===== src/rtl/param_rr_mux.sv =====
// param_rr_mux: N-channel, W-bit registered multiplexer with valid/ready
// handshakes on every port. Channels are chosen either by an external
// select (mode=0) or by round-robin arbitration (mode=1). A single output
// register stage decouples the producers from the consumer.
//
// Optional feature: define MUX_COUNT_EN to add the 16-bit xfer_count port,
// which counts completed output transfers.
module param_rr_mux #(
    parameter int WIDTH    = 4,
    parameter int CHANNELS = 4,
    localparam int SELW    = $clog2(CHANNELS)
) (
    input  logic                      clk,
    input  logic                      reset,
    input  logic                      mode,
    input  logic [SELW-1:0]           sel,
    input  logic [CHANNELS-1:0]       in_valid,
    input  logic [CHANNELS*WIDTH-1:0] in_data,
    output logic [CHANNELS-1:0]       in_ready,
    output logic                      out_valid,
    output logic [WIDTH-1:0]          out_data,
    output logic [SELW-1:0]           out_chan,
    input  logic                      out_ready
`ifdef MUX_COUNT_EN
    ,
    output logic [15:0]               xfer_count
`endif
);

    // Last channel granted in round-robin mode; the search starts just after it.
    logic [SELW-1:0]  ptr;

    // Per-channel view of the packed input bus.
    logic [WIDTH-1:0] ch_data [CHANNELS];

    logic             load_en;
    logic             take;
    logic             grant_found;
    logic [SELW-1:0]  grant_idx;
    logic [WIDTH-1:0] grant_data;
    logic             sel_in_range;
    logic [SELW:0]    cand_wide;
    logic [SELW-1:0]  cand;

    for (genvar g = 0; g < CHANNELS; g++) begin : g_split
        assign ch_data[g] = in_data[g*WIDTH +: WIDTH];
    end

    // The output register may accept new data when empty or being drained.
    assign load_en      = !out_valid || out_ready;
    assign sel_in_range = ({1'b0, sel} < (SELW+1)'(CHANNELS));
    assign take         = load_en && grant_found && !reset;

    // Pick the granted channel: external select, or first valid after ptr.
    always_comb begin
        grant_found = 1'b0;
        grant_idx   = '0;
        grant_data  = '0;
        cand_wide   = '0;
        cand        = '0;
        if (!mode) begin
            if (sel_in_range && in_valid[sel]) begin
                grant_found = 1'b1;
                grant_idx   = sel;
                grant_data  = ch_data[sel];
            end
        end else begin
            for (int k = 1; k <= CHANNELS; k++) begin
                cand_wide = {1'b0, ptr} + (SELW+1)'(k);
                if (cand_wide >= (SELW+1)'(CHANNELS)) begin
                    cand_wide = cand_wide - (SELW+1)'(CHANNELS);
                end
                cand = cand_wide[SELW-1:0];
                if (!grant_found && in_valid[cand]) begin
                    grant_found = 1'b1;
                    grant_idx   = cand;
                    grant_data  = ch_data[cand];
                end
            end
        end
    end

    // Only the granted channel sees ready, and only when the register can load.
    always_comb begin
        in_ready = '0;
        for (int i = 0; i < CHANNELS; i++) begin
            if (take && (grant_idx == SELW'(i))) begin
                in_ready[i] = 1'b1;
            end
        end
    end

    // Output register and round-robin pointer; reset discards held data.
    always_ff @(posedge clk) begin
        if (reset) begin
            out_valid <= 1'b0;
            out_data  <= '0;
            out_chan  <= '0;
            ptr       <= SELW'(CHANNELS - 1);
        end else if (load_en) begin
            if (take) begin
                out_valid <= 1'b1;
                out_data  <= grant_data;
                out_chan  <= grant_idx;
                if (mode) begin
                    ptr <= grant_idx;
                end
            end else begin
                out_valid <= 1'b0;
            end
        end
    end

`ifdef MUX_COUNT_EN
    // Count completed output transfers; wraps naturally at 16 bits.
    always_ff @(posedge clk) begin
        if (reset) begin
            xfer_count <= '0;
        end else if (out_valid && out_ready) begin
            xfer_count <= xfer_count + 16'd1;
        end
    end
`else
    // Transfer counting disabled: no counter state exists in this build.
`endif

endmodule

===== config.mk =====
export PLATFORM = sky130hd
export DESIGN_NAME = param_rr_mux
export DESIGN_NICKNAME = d
export VERILOG_FILES = /design/src/rtl/param_rr_mux.sv
export SDC_FILE = /design/constraint.sdc
export NUM_CORES = 1
export LEC_CHECK = 0
export CAP_MARGIN = 20
export CORE_MARGIN = 4
export CORE_UTILIZATION = 33
export CTS_CLUSTER_DIAMETER = 80
export DETAILED_ROUTE_END_ITERATION = 6
export MAX_ROUTING_LAYER = met4
export PLACE_DENSITY = 0.63
export REMOVE_ABC_BUFFERS = 1
export SETUP_SLACK_MARGIN = 0.4
export SLEW_MARGIN = 20
export SYNTH_ARGS = -nofsm -noshare
export SYNTH_HDL_FRONTEND = slang
export SYNTH_SLANG_ARGS = --single-unit

===== constraint.sdc =====
create_clock -name clk -period 2.4 [get_ports clk]
set_input_delay 0.36 -clock clk [delete_from_list [all_inputs] [get_ports clk]]
set_output_delay 0.36 -clock clk [all_outputs]
set_load 0.1 [all_outputs]

After elaboration in Yosys (flattened, before gate mapping)
Cells that the tools add are included.

Input port bits: 26. Output and inout port bits: 11. Bits in registers: 9. Word-level logic and storage cells: 111.

$add $sub $neg: 8. Multiplexer cells: 59. Order comparisons: 14. Reduce and logical (&&, ||, !) cells: 18. Bitwise operators: 5. Equality and inequality tests: 3.

Operator list (count): $mux 4 (16); $bmux 4 s2 (5); $mux 2 (14); $ge 3x3->1 const B (9); $mux 1 (19); $lt 2x3->1 const B (5); $not 2->3 (5); $bmux 1 s2 (5); $logic_and 1x1->1 (9); $sub 2x1->2 const B (4); $add 2x2->3 const B (2); $logic_not 1->1 (5); $eq 2x2->1 const B (2); $add 2x1->3 const B (1); $add 2x3->3 const B (1); $reduce_and 3->1 (1); $eq 2x1->1 const B (1); $logic_not 2->1 (1); $reduce_and 2->1 (1); $logic_or 1x1->1 (1).

Depth between registers and ports, before layout
Gate-level depths: netlist of the first run.

Depth after elaboration: 24. Gate-level depth with buffers: 9. Gate-level depth less buffers: 6.

Worst setup path before layout of the first run
OpenSTA, ideal clock, no wires.

Kind: register -> output. From: register ptr[1]. To: output port in_ready[0]. Slack: -1362 ps. Cell stages (with the launch flop): 8. Buffers on the path: 1. Required time: 2040 ps. Arrival time: 3402 ps. Cells stage by stage: dfxtp_1 buf_6 mux2i_2 nor2_1 o31a_1 a21oi_4 inv_1 nor3_1.

Longest elaborated chain between the ends: 24. Elaborated cells between the ends (all ways): 52. Classes of those cells: 8 x add/sub; 4 x order compare; 30 x mux; 10 x reduce/logical.

Ends and longest elaborated chain: from (decl) (line 31) `logic [SELW-1:0] ptr;`; from (signal assigned) (line 99) `ptr <= SELW'(CHANNELS - 1);`; from (signal assigned) (line 106) `ptr <= grant_idx;`; $add 2x1->3 (line 69) `cand_wide = {1'b0, ptr} + (SELW+1)'(k);`; $ge 3x3->1 / $sub 2x1->2 (equally long branches) (line 70, 71); $mux 2 (line 70) `if (cand_wide >= (SELW+1)'(CHANNELS)) begin`; $mux 2 (line 61) `if (!mode) begin`; $bmux 1 s2 (line 74) `if (!grant_found && in_valid[cand]) begin`; $mux 1 (implied by the code) (line 74); $mux 1 (line 74); $mux 1 (line 61); [7 not listed]; $mux 1 (line 61); $logic_not 1->1 (line 74); $logic_and 1x1->1 (line 74); $mux 1 (line 74); $mux 1 (line 61); $logic_and 1x1->1 (2 in series) (line 52) `assign take = load_en && grant_found && !reset;`; $logic_and 1x1->1 * (line 87) `if (take && (grant_idx == SELW'(i))) begin`; $mux 1 * (line 87); to (decl) (line 19) `output logic [CHANNELS-1:0] in_ready,`.

Every way passes the cells marked *; elsewhere a longest branch is shown, timed or not. The select of a mux whose other input is x is not followed.

Worst setup path after layout of the first run
From: register ptr[1]. To: output port in_ready[1].

Same word-level chain as after synthesis.

==> results of run 1 <==
## cell usage after synthesis, drive strengths merged, types with 2 or more instances
master,instances,area [µm²]
a21oi,18,105.1
mux2i,13,133.9
buf,10,72.57
dfxtp,9,180.2
o21ai,9,52.55
mux2,7,78.83
nor2,7,28.78
nand2,6,22.52
nand2b,6,37.54
nor2b,6,37.54
o211ai,6,45.04
mux4,4,90.09
nand3,4,20.02
nor4b,4,35.03
a22oi,3,22.52
inv,3,11.26
nor3,3,15.01
o32ai,3,26.28
a211o,2,17.52
a21o,2,15.01
nand3b,2,15.01
o21bai,2,18.77
o221ai,2,17.52
o22ai,2,26.28
or2,2,12.51
## cell families after synthesis
group	after synthesis
and+or+nand+nor	45
buffers and inverters	14
AOI/OAI and AO/OA	57
DFF	9
muxes	24
## area by class of cell
cell class,instances,area (µm²),share of cell area [%]
Clock buffer,4,45.04,2.198
Inverter,3,11.26,0.5494
Multi-Input combinational cell,126,1092,53.30
Sequential cell,9,185.2,9.035
Tap cell,48,60.06,2.930
Timing Repair Buffer,72,655.6,31.99
## registers in the layout (all words and copies together) (netlist names)
register	flops
ptr	2
out_chan	2
out_valid	1
out_data	4
## where the power goes
part / switching, µW / leakage (µW) / internal, µW / total, µW
Combinational: 319 / 0.000764 / 228 / 547
Sequential: 16.7 / 0.0000743 / 169 / 186
Clock: 71.4 / 0.0000228 / 117 / 188
Total: 407 / 0.000861 / 514 / 922
## timing repair
action | in CTS | in global routing
pin swaps | 8 | 1
endpoints found under the setup margin | 8 | 5
endpoints found under the hold margin | 0 | 0
setup buffers | 8 | 1
resized for setup | 57 | 2
## worst max-delay path by stage
stage / startpoint / to / slack, ns / cells after the start
final: ptr[1]$_SDFFE_PP1P_ / in_ready[1] / 0.15 / 8
after global routing: ptr[1]$_SDFFE_PP1P_ / in_ready[1] / 0.09 / 9
after CTS: ptr[1]$_SDFFE_PP1P_ / in_ready[0] / 0.20 / 8
after detailed placement: sel[0] / in_ready[0] / -0.16 / 8
after global placement: in_valid[3] / in_ready[0] / -0.10 / 8
after floorplan: ptr[1]$_SDFFE_PP1P_ / in_ready[0] / -1.93 / 6
## cells in the final DEF, fill, tap and decap left out, drive strengths merged, types with 3 or more instances in the layout
master,count
nand2,6
a22oi,3
o32ai,3
clkbuf,4
inv,3
nor2,7
o211ai,6
dfxtp,9
mux2,7
a21oi,18
mux2i,13
nor2b,6
nand2b,6
buf,52
nor4b,4
nand3,4
mux4,4
clkdlybuf4s50,18
nor3,3
o21ai,9
## metrics by stage
stage	util (%)	instances	setup WS, ns	total power, µW	TNS [ns]
final	55.98	262	0.1468	921.7	0
after global routing	55.98	262	0.09012	967.7	0
after CTS	55.54	261	0.1953	913.4	0
after detailed placement	49.79	249	-0.1641	678.8	-0.4606
after global placement	49.79	249	-0.1024	671.7	-0.3493
after floorplan	-	138	-1.925	493.1	-5.484
## worst max-delay path, delay by kind of cell, from the launching register on
family,cells,cell delay (ns)
AOI/OAI and AO/OA,2,0.48
DFF,1,0.38
buffers and inverters,3,0.43
muxes,1,0.24
and+or+nand+nor,2,0.11
## per-layer routing
layer	share of wire, %	up-vias
li1	-	719
met2	49	61
met5	0	-
met4	0.62	0
met1	43	723
met3	7.6	4
==> results.cfg, run 1 <==
[status]
outcome = finished, final reports clean

[layout]
drive_above_1_share_pct = 44.39
final_area_um2 = 2049
fill_cells = 338
diodes = 0
final_nets = 241
syn_to_final_growth_pct = 63.47

[route]
drtAntennaViolNets = 0
wire_per_inst_um = 16.56
wl_um = 4338
firstDrtPassIters = 4
vias_per_cell = 5.752
via_count = 1507
drc_errors = 0
first_iter_violations = 75

[synth]
muxShareOfSynthArea_pct = 24.15
synth_fa_ha_area_share_pct = 0
synth_area_um2 = 1254
synthDistinctLibCells = 48
synthSimpleGateAreaFrac_pct = 20.96
syn_avg_cell_area_um2 = 8.414
synthArstFlopShare_pct = 0
synth_flop_cell = dfxtp_1
synth-xor-area-share_pct = 0
synth-compound-area-share_pct = 33.53
syn_inst = 149
yosys_warnings = 0
synth-edff-count = 0
synth_seq_area_share_pct = 14.37
ys_ff_latch = 9
synth_top_family_by_area = compound AO/OA/AOI/OAI gates

[floorplanning]
dieArea_um2 = 4849
num_rows = 22
die_height_um = 69.64
top_level_ports = 37
die_w_um = 69.64
initial_core_util_pct = 34.24
core_area_um2 = 3661

[placement]
place_area_um2 = 1823
dp_hpwl_um = 3294
gp_congestion = 0.8771
portBuffers = 36

[global_routing]
busiest_layer = met2
grt_pass1_vias = 1534
grt_antenna_before_repair = 0
use_met3_pct = 4.928
grt_max_degree = 20
grt-ovfl-total = 0
track_usage_pct = 18.53
met1_usage_pct = 22.26
grt_pass1_wl_um = 7203
grt_use_met2_pct = 31.67

[worst_hold_path]
hp-class = reg -> reg
min_delay_path_depth = 2
hold_end = out_chan[1]$_SDFFE_PP0P_
min_from = out_chan[1]$_SDFFE_PP0P_

[clocking]
path_clk_slew_ns = 0.05
clk_latency_ns = 0.24
clockBufferDepth = 2
root_buffer = clkbuf_8
cts-buffers-inserted = 3
h-tree-depth = 1
cts.sinks = 9
hold_buffers = 0
cts_tree = built

[worst_setup_path]
max_stage_delay_ns = 0.38
required_ns = 2.04
arrival_ns = 1.89
startpoint_type = flip-flop
r2r_end = ptr[0]$_SDFFE_PP1P_
crit_slowest_cell = dfxtp_4
crit_path_end_kind = output pin
worst-path-max-fanout = 4
rrSetupSlack_ns = 0.43
path_cells = mux2i_2, nor2_1, o31a_1, a21oi_4, buf_6, nor3_1, buf_4, buf_12
reg2reg_depth = 10
criticalPathCategory = reg -> out
r2r-start = ptr[1]$_SDFFE_PP1P_

[timing]
timing.fmax_ghz = 0.4438
timing.final.crit_period_ns = 2.253
skew_ns = 0.005046
min_period_over_period_pct = 93.88
drv_slew = 0
setup_viol = 0
finalHoldViolations = 0
rsz0062_at_grt = true
tightest_slew_ns = 0.4021
relSlewSlack_pct = 73.18
fin_hold_ws_ns = 0.4485

[flow_run]
cap_violations = 0

[power_and_ir_drop]
power.density_nw_per_um2 = 449.7
ir_drop_mv = 0.2265
cellLeakagePower_uw = 0.0008607
No activity file was read; power rests on OpenSTA's default activity.
==> run 2, diff against run 1 <==
--- a/config.mk
+++ b/config.mk
@@ -7,14 +7,13 @@
 export LEC_CHECK = 0
 export CAP_MARGIN = 20
 export CORE_MARGIN = 4
-export CORE_UTILIZATION = 33
+export CORE_UTILIZATION = 40
 export CTS_CLUSTER_DIAMETER = 80
 export DETAILED_ROUTE_END_ITERATION = 6
 export MAX_ROUTING_LAYER = met4
-export PLACE_DENSITY = 0.63
+export PLACE_DENSITY = 0.73
 export REMOVE_ABC_BUFFERS = 1
 export SETUP_SLACK_MARGIN = 0.4
-export SLEW_MARGIN = 20
 export SYNTH_ARGS = -nofsm -noshare
 export SYNTH_HDL_FRONTEND = slang
 export SYNTH_SLANG_ARGS = --single-unit
==> run 2 against run 1 <==
First-iteration DRC count is 16% higher. Combinational power is 2% higher. Power is 5.5% lower. Core utilization is 11 points higher. Critical path depth stayed put. Critical endpoint is now in_ready[2].
==> results.cfg, run 2 (same netlist as run 1, synthesis figures left out) <==
[floorplanning]
dieArea_um2 = 4094
initial_core_util_pct = 41.40
die_height_um = 63.99
die_w_um = 63.99
num_rows = 20
top_level_ports = 37
core_area_um2 = 3028

[timing]
finalHoldViolations = 0
timing.fmax_ghz = 0.4336
rsz0062_at_grt = true
layout_setup_ws_ns = 0.09350
relSlewSlack_pct = 73.25
min_period_over_period_pct = 96.10
fin_setup_tns_ns = 0
setup_viol = 0
drv_slew = 0
timing.final.crit_period_ns = 2.306
skew_ns = 0.006731
tightest_slew_ns = 0.3970

[layout]
regMostFlops = out_data
layout_commonest_cell = buf_4
syn_to_final_growth_pct = 62.68
largest_reg_flops = 4
final_cell_mix = buf_4, clkdlybuf4s50_1, a21oi_1
final_nets = 246
diodes = 0
drive_above_1_share_pct = 43.84
reg_top3 = out_data (4), out_chan (2), ptr (2)

[power_and_ir_drop]
cellLeakagePower_uw = 0.0008685
power.density_nw_per_um2 = 427.2
ir_drop_mv = 0.3103

[worst_setup_path]
startpoint_type = flip-flop
criticalPathCategory = reg -> out
crit_path_end_kind = output pin
path_cells = buf_6, and3b_1, o31a_1, a21oi_4, inv_2, buf_4, nor2_4, buf_12
max_stage_delay_ns = 0.36
startpoint = ptr[1]$_SDFFE_PP1P_
worst-path-max-fanout = 6
required_ns = 2.04
reg2reg_depth = 10
r2r-start = ptr[1]$_SDFFE_PP1P_
arrival_ns = 1.95
crit_slowest_cell = dfxtp_4

[global_routing]
grt_max_degree = 19
grt-ovfl-total = 0
track_usage_pct = 21.59
grt_antenna_before_repair = 0
grt_pass1_vias = 1483
grt_pass1_wl_um = 6955

[route]
vias_per_cell = 5.867
via_count = 1543
drc_errors = 0
first_iter_violations = 87
wl_um = 4371
wire_per_inst_um = 16.62
firstDrtPassIters = 4
drtAntennaViolNets = 0

[placement]
gp_congestion = 0.9049
post-place-ws_ns = -0.1481
dp_hpwl_um = 3182
portBuffers = 36

[worst_hold_path]
min_delay_path_depth = 2
min_from = out_chan[1]$_SDFFE_PP0P_
hp-class = reg -> reg

[clocking]
h-tree-depth = 1
root_buffer = clkbuf_4
cts_tree = built
cts.sinks = 9
cts-buffers-inserted = 3
clockBufferDepth = 2
clk_latency_ns = 0.28
path_clk_slew_ns = 0.08

[status]
outcome = finished, final reports clean

[flow_run]
cap_violations = 0
-- run 2: final cells by class --
type	instances	area [µm²]
multi-input cells	126	1080
well taps	44	55.05
inverters	3	11.26
clock buffers	4	26.28
repair buffers	77	681.9
fillers	240	988.4
flip-flops and latches	9	185.2
-- run 2: where the power goes --
group | internal (µW) | switching, µW | leakage, µW
Sequential | 169 | 13.2 | 0.0000743
Clock | 64.5 | 66.8 | 0.0000150
Combinational | 231 | 327 | 0.000779
Total | 464 | 407 | 0.000868
-- run 2: final timing paths --
path / slack [ns] / endpoint
max: 0.09 / in_ready[2]
min: 0.45 / out_chan[1]$_SDFFE_PP0P_
max reg2reg: 0.42 / ptr[0]$_SDFFE_PP1P_
min reg2reg: 0.45 / out_chan[1]$_SDFFE_PP0P_
-- run 2: metal layers --
metal	wire length, µm	share of wire [%]	GRT usage, %	vias up
met1	1856	42	26.02	726
li1	-	-	-	728
met4	78	1.8	4.582	0
met3	322	7.4	5.800	10
met5	0	0	-	-
met2	2114	48	36.00	79
-- run 2: critical path: cells and delay by family (launching register included) --
family	cells	cell delay, ns
AO/OA/AOI/OAI	2	0.50
buffers and inverters	4	0.51
flip-flops	1	0.36
AND/OR/NAND/NOR	2	0.28
-- run 2: through the flow --
| stage | instances | instance area, µm² | power, µW | hold slack (ns) | utilization, % |
|---|---|---|---|---|---|
| global route | 263 | 2039 | 910.7 | 0.4706 | 67.36 |
| floorplan | 138 | 1177 | 493.1 | 0.4291 | - |
| global placement | 248 | 1841 | 673.5 | 0.4337 | 60.79 |
| finish | 263 | 2039 | 871.3 | 0.4510 | 67.36 |
| CTS | 261 | 2013 | 848.3 | 0.4556 | 66.49 |
| detailed placement | 248 | 1841 | 683.1 | 0.4462 | 60.79 |
-- run 2: repair_timing --
action | 4_1_cts | 5_1_grt
resized for setup | 32 | 12
pin swaps | 6 | 3
setup buffers | 9 | 2
setup endpoints to repair | 8 | 7
hold buffers | 0 | 0
==> run 3, diff against run 2 <==
--- a/config.mk
+++ b/config.mk
@@ -5,6 +5,7 @@
 export SDC_FILE = /design/constraint.sdc
 export NUM_CORES = 1
 export LEC_CHECK = 0
+export ABC_CLOCK_PERIOD_IN_PS = 2400
 export CAP_MARGIN = 20
 export CORE_MARGIN = 4
 export CORE_UTILIZATION = 40
==> results of run 3 <==
Same layout as run 2: the final DEF is identical, and so are final timing and power.
==> RTL edit 1 (flow settings as in run 1) <==
The parameter `CHANNELS` goes from 4 to 2.
--- a/src/rtl/param_rr_mux.sv
+++ b/src/rtl/param_rr_mux.sv
@@ -7,7 +7,7 @@
 // which counts completed output transfers.
 module param_rr_mux #(
     parameter int WIDTH    = 4,
-    parameter int CHANNELS = 4,
+    parameter int CHANNELS = 2,
     localparam int SELW    = $clog2(CHANNELS)
 ) (
     input  logic                      clk,
Ports: changed (5 resized); port bits go from 37 to 23. The function was not compared with the original's and may differ.
==> RTL edit 1 against run 1 <==
  * Hold slack better by 0.051 ns
  * Sequential cell count down 2
  * Wire length down 66%
  * Area after synthesis down 57%
  * Setup slack better by 0.35 ns
  * Critical path depth down 1
  * Cell area down 59%
  * Power down 54%
  * Clock skew down 0.0043 ns
  * Critical path type is now input port to output pin
  * Largest power group unchanged
==> RTL edit 1: results (changes against run 1) <==
- CTS clk-pin slew, worst paths: 0.05 ns (about the same)
- Post-DP HPWL: 1094 um (was 3294 um)
- First-pass GRT wire length: 2415 um (was 7203 um)
- Via count of the first global-routing pass: 546 (was 1534)
- Synth async-reset ratio: 0 (unchanged)
- Worst-path maximum fanout: 3 (was 4)
- Sequential share of the synthesized area: 0.2587 (was 0.1437)
- Max VDD drop: 0.0003390 V (was 0.0002265 V)
- Arr. time, crit path: 1.55 ns (was 1.89 ns)
- Final setup vio count: 0 (unchanged)
- Clock Skews: 0.0007923 ns (was 0.005046 ns)
- HP Class: flip-flop to flip-flop (unchanged)
- Initial DRC count: 6 (was 75)
- Reported leakage power: 0.3434 nW (was 0.8607 nW)
- Top reg by flops: out_data (unchanged)
- Placement Setup Slack: 0.2448 ns (was -0.1641 ns)
- TritonRoute pass-1 iters: 4 (unchanged)
- ANT cells: 0 (unchanged)
- Commonest register cell after synthesis: dfxtp_1 (unchanged)
- Top cells by area, synth: dfxtp_1 26%, a32oi_1 9.7%, mux2_2 6.2%, o21ai_0 5.5%, nor2b_1 4.6% (was dfxtp_1 14%, mux2i_1 9.6%, mux4_2 7.2%, a21oi_1 6.4%, mux2_2 6.3%)
- Initial antenna violation count: 0 (unchanged)
- Yosys cell types: 30 (was 48)
- Max FFs per register: 4 (unchanged)
- # Post-CTS Setup Buffers: 0 (was 8)
- H-tree levels: 1 (unchanged)
- Switch Pwr: 0.1673 mW (was 0.4074 mW)
- Result of the run: finished clean (unchanged)
- Root Driver: clkbuf_4 (was clkbuf_8)
- Via density: 5.519 (was 5.752)
- Drt wl/cell: 14.34 um (was 16.56 um)
- Largest net degree at the start of global routing: 11 (was 20)
- Synth top cells by count: 7 x dfxtp_1, 6 x a32oi_1, 6 x o21ai_0, 4 x nor2b_1, 4 x o21ai_1 (was 16 x a21oi_1, 12 x mux2i_1, 9 x dfxtp_1, 7 x mux2_2, 7 x o21ai_0)
- Max_slew headroom: 0.6941 (was 0.7318)
- Finished Layout Cells: 104 (was 262)
- CTS Buf Count: 3 (unchanged)
- CTS max path bufs: 2 (unchanged)
- YS warnings: 0 (unchanged)
- Insertion delay to the later sink of the worst-skew pair: 0.26 ns (was 0.24 ns)
- Final Hold Fails: 0 (unchanged)
- Share of cells above drive strength 1: 0.3409 (was 0.4439)
- DP Area: 790.8 um^2 (was 1823 um^2)
- GP Congestion: 0.7176 (was 0.8771)
- Fill count: 153 (was 338)
- GRT Total Usage: 0.1330 (was 0.1853)
- # port buffers: 22 (was 36)
- Gate Count Post-Synth: 61 (was 149)
- Std cell rows: 14 (was 22)
==> RTL edit 1: cell types whose count changed after synthesis, sizes merged, moves of 4 or more <==
cell           run 1  this run
buf               10         4
nor2               7         0
a21oi             18         3
mux4               4         0
mux2i             13         1
a32oi              1         6
o211ai             6         0
mux2               7         3
==> RTL edit 1: power by group through the flow <==
| stage | clock [mW] | combinational [mW] | sequential [mW] |
|---|---|---|---|
| after detailed placement | 0 | 0.184 | 0.131 |
| final | 0.110 | 0.187 | 0.129 |
| after CTS | 0.117 | 0.184 | 0.129 |
| after global placement | 0 | 0.183 | 0.131 |
| after floorplan | 0 | 0.0585 | 0.183 |
| after global routing | 0.124 | 0.196 | 0.130 |
==> RTL edit 1: metrics by stage <==
step	total power, mW	TNS, ns
finish	0.4259	0
global route	0.4499	0
CTS	0.4299	0
detailed placement	0.3156	0
global placement	0.3142	0
floorplan	0.2411	-2.055
==> RTL edit 1: cell type report <==
| type | instances | area (um^2) | area share |
|---|---|---|---|
| Inverter | 2 | 7.507 | 0.009009 |
| Multi-Input combinational cell | 47 | 370.4 | 0.4444 |
| Timing Repair Buffer | 28 | 269.0 | 0.3228 |
| Tap cell | 16 | 20.02 | 0.02402 |
| Clock buffer | 4 | 26.28 | 0.03153 |
| Sequential cell | 7 | 140.1 | 0.1682 |
==> RTL edit 1: logic make-up (layout without fill, tap and decap cells) <==
family | Yosys count | in the layout | share of synthesized area
simple gates | 17 | 17 | 0.2148
compound gates | 26 | 26 | 0.3557
buf+inv | 7 | 34 | 0.09006
flops | 7 | 7 | 0.2587
mux | 4 | 4 | 0.08083
==> RTL edit 1: path summary, 6_finish.rpt <==
kind	cells past startpoint	to	slack [ns]	start
max	7	in_ready[0]	0.49	sel
min	2	out_chan	0.50	out_chan
max reg2reg	4	out_data[3]	1.17	ptr
min reg2reg	2	out_chan	0.50	out_chan
==> RTL edit 1: critical path: stages <==
cell and delay, ns:
dlygate4sd2_1 0.28, o21ai_2 0.18, inv_1 0.05, o22ai_1 0.30, nor4b_4 0.08, buf_4 0.15
buf_12 0.16
==> RTL edit 1: per-layer routing <==
| layer | track usage | share of wire | up-vias |
|---|---|---|---|
| li1 | - | - | 292 |
| met3 | 0.06135 | 0.070 | 3 |
| met2 | 0.2174 | 0.51 | 19 |
| met1 | 0.1426 | 0.42 | 260 |
| met5 | - | 0 | - |
| met4 | 0.04036 | 0.0054 | 0 |
==> RTL edit 1: what timing repair did <==
action,CTS,global route
gates resized for setup,4,3
endpoints found under the setup margin,2,1
pin swaps,1,1
==> RTL edit 2 (config.mk and constraints of run 1) <==
Made on the original files. Add an input register stage for `mode`, cleared by the reset; this delays it by one clock. The other inputs are not delayed to match.
--- a/src/rtl/param_rr_mux.sv
+++ b/src/rtl/param_rr_mux.sv
@@ -26,6 +26,16 @@
     output logic [15:0]               xfer_count
 `endif
 );
+
+    logic mode_q;
+
+    always_ff @(posedge clk) begin
+        if (reset) begin
+            mode_q <= '0;
+        end else begin
+            mode_q <= mode;
+        end
+    end
 
     // Last channel granted in round-robin mode; the search starts just after it.
     logic [SELW-1:0]  ptr;
@@ -58,7 +68,7 @@
         grant_data  = '0;
         cand_wide   = '0;
         cand        = '0;
-        if (!mode) begin
+        if (!mode_q) begin
             if (sel_in_range && in_valid[sel]) begin
                 grant_found = 1'b1;
                 grant_idx   = sel;
@@ -102,7 +112,7 @@
                 out_valid <= 1'b1;
                 out_data  <= grant_data;
                 out_chan  <= grant_idx;
-                if (mode) begin
+                if (mode_q) begin
                     ptr <= grant_idx;
                 end
             end else begin
Check against the original RTL: not equivalent (Yosys sat finds a counterexample within 4 cycles, from zero or initial values and one cycle with reset high).
==> RTL edit 2 against run 1 <==
  * Via count is 8.9% higher
  * Largest power group unchanged
  * Sequential cell count is 1 higher
  * Cell area is 13% higher
  * Core utilization is 2.6 points lower
  * Combinational power is 9.3% lower
  * Wire length is 4.8% higher
  * Die area is 16% higher
  * Largest cell class unchanged
  * Register-to-register slack worse by 0.13 ns
  * Area after synthesis is 18% higher
  * Power is 1.6% lower
  * Setup slack better by 0.077 ns
  * Sequential power is 4% higher
==> RTL edit 2: results (changes against run 1) <==
- Result of the run: finished clean (unchanged)
- Arr. time, crit path: 1.82 ns (was 1.89 ns)
- Clock Skews: 0.0009475 ns (was 0.005046 ns)
- Setup slack, reg-to-reg: 0.30 ns (was 0.43 ns)
- Worst-path maximum fanout: 5 (was 4)
- End of the critical path: in_ready[2] (was in_ready[1])
- Yosys cell types: 58 (was 48)
- Crit-path slowest cell: a22oi_2 (was dfxtp_4)
- Placed cell count: 280 (was 249)
- Critical R2R Launch: ptr[0] (was ptr[1])
- Synth top cells by count: 12 x nand2_1, 10 x dfxtp_1, 10 x mux2i_1, 9 x mux4_2 (was 16 x a21oi_1, 12 x mux2i_1, 9 x dfxtp_1, 7 x mux2_2, 7 x o21ai_0)
- Reported leakage power: 1.050 nW (was 0.8607 nW)
- Critical Path Source: in_valid[0] (was ptr[1])
- Via count of the first global-routing pass: 1640 (was 1534)
- First-pass GRT wire length: 7527 um (was 7203 um)
- Drt wl/cell: 15.52 um (was 16.56 um)
- Worst slew pin tran: 0.3444 ns (was 0.4021 ns)
- Tightest hold margin: 0.4794 ns (was 0.4485 ns)
- Crit-path max cell delay: 0.28 ns (was 0.38 ns)
- Initial DRC count: 96 (was 75)
- Top cells by area, synth: mux4_2 14%, dfxtp_1 14%, mux2i_1 6.8%, nor2b_1 3.4%, buf_6 3.0% (was dfxtp_1 14%, mux2i_1 9.6%, mux4_2 7.2%, a21oi_1 6.4%, mux2_2 6.3%)
- GRT Total Usage: 0.1792 (was 0.1853)
- Share of cells above drive strength 1: 0.4564 (was 0.4439)
- Worst flop-to-flop path endpoint: out_data[1] (was ptr[0])
- GP Congestion: 0.8350 (was 0.8771)
- Gate Count Post-Synth: 167 (was 149)
- R2R depth: 7 (was 10)
- Largest net degree at the start of global routing: 16 (was 20)
- Via density: 5.601 (was 5.752)
==> RTL edit 2: cell count changes in the layout (fill, tap and decap cells not counted), sizes merged, moves of 5 or more <==
cell | before | now
nor3b | 1 | 6
and3 | 0 | 6
a21oi | 18 | 4
nand2 | 6 | 12
mux4 | 4 | 9
buf | 52 | 64
==> RTL edit 2: worst min-delay path by stage <==
stage | startpoint | to
global route | out_chan[1] | out_chan[1]
finish | out_chan[1] | out_chan[1]
global placement | out_chan[1] | out_chan[1]
floorplan | reset | out_valid
CTS | out_chan[1] | out_chan[1]
detailed placement | out_chan[1] | out_chan[1]
==> RTL edit 2: layout make-up <==
class	instances	area, um^2
multi-input combinational	137	1227
fill	392	2029
inverter	6	22.52
timing repair buffer	84	745.7
clock buffer	4	55.05
tap	52	65.06
sequential	10	209.0
==> RTL edit 2: routing by layer <==
metal	wire length (um)	track usage	vias up
met5	0	-	-
met4	130	0.07510	0
met3	200	0.02136	11
met2	2198	0.2892	46
met1	2019	0.2259	782
li1	-	-	802
==> RTL edit 2: where the power goes <==
part / leakage [nW] / internal (mW) / switching (mW) / total, mW
sequential: 0.0826 / 0.182 / 0.0128 / 0.194
combinational: 0.939 / 0.223 / 0.273 / 0.496
clock: 0.0288 / 0.145 / 0.0719 / 0.217
total: 1.05 / 0.549 / 0.358 / 0.907
==> RTL edit 2: cells by family after synthesis <==
logic type / share of synthesized area
buf+inv: 0.08453
compound gates: 0.2604
flops: 0.1352
simple gates: 0.2697
mux: 0.2502
==> RTL edit 2: worst register-to-register path: stages, from the launching register on <==
cell and delay [ns]:
dfxtp_4 0.40, buf_4 0.15, buf_8 0.15, mux4_2 0.50, nand2_1 0.08, o21ai_1 0.06
or3_1 0.33, a221o_1 0.32
==> RTL edit 2: metrics by stage <==
stage	setup slack (ns)	total power [mW]	instance area, um^2	setup TNS [ns]
finish	0.2236	0.9069	2325	0
global route	0.1328	0.9486	2325	0
CTS	0.2154	0.9045	2310	0
detailed placement	-0.3477	0.6582	2118	-1.833
global placement	-0.3063	0.6546	2118	-1.683
floorplan	-1.841	0.4723	1378	-5.437
==> RTL edit 2: timing repair <==
| item | 4_1_cts | 5_1_grt |
|---|---|---|
| pin swaps | 16 | 2 |
| setup endpoints to repair | 11 | 8 |
| buffers inserted | 8 | 1 |
| gates resized for setup | 48 | 2 |
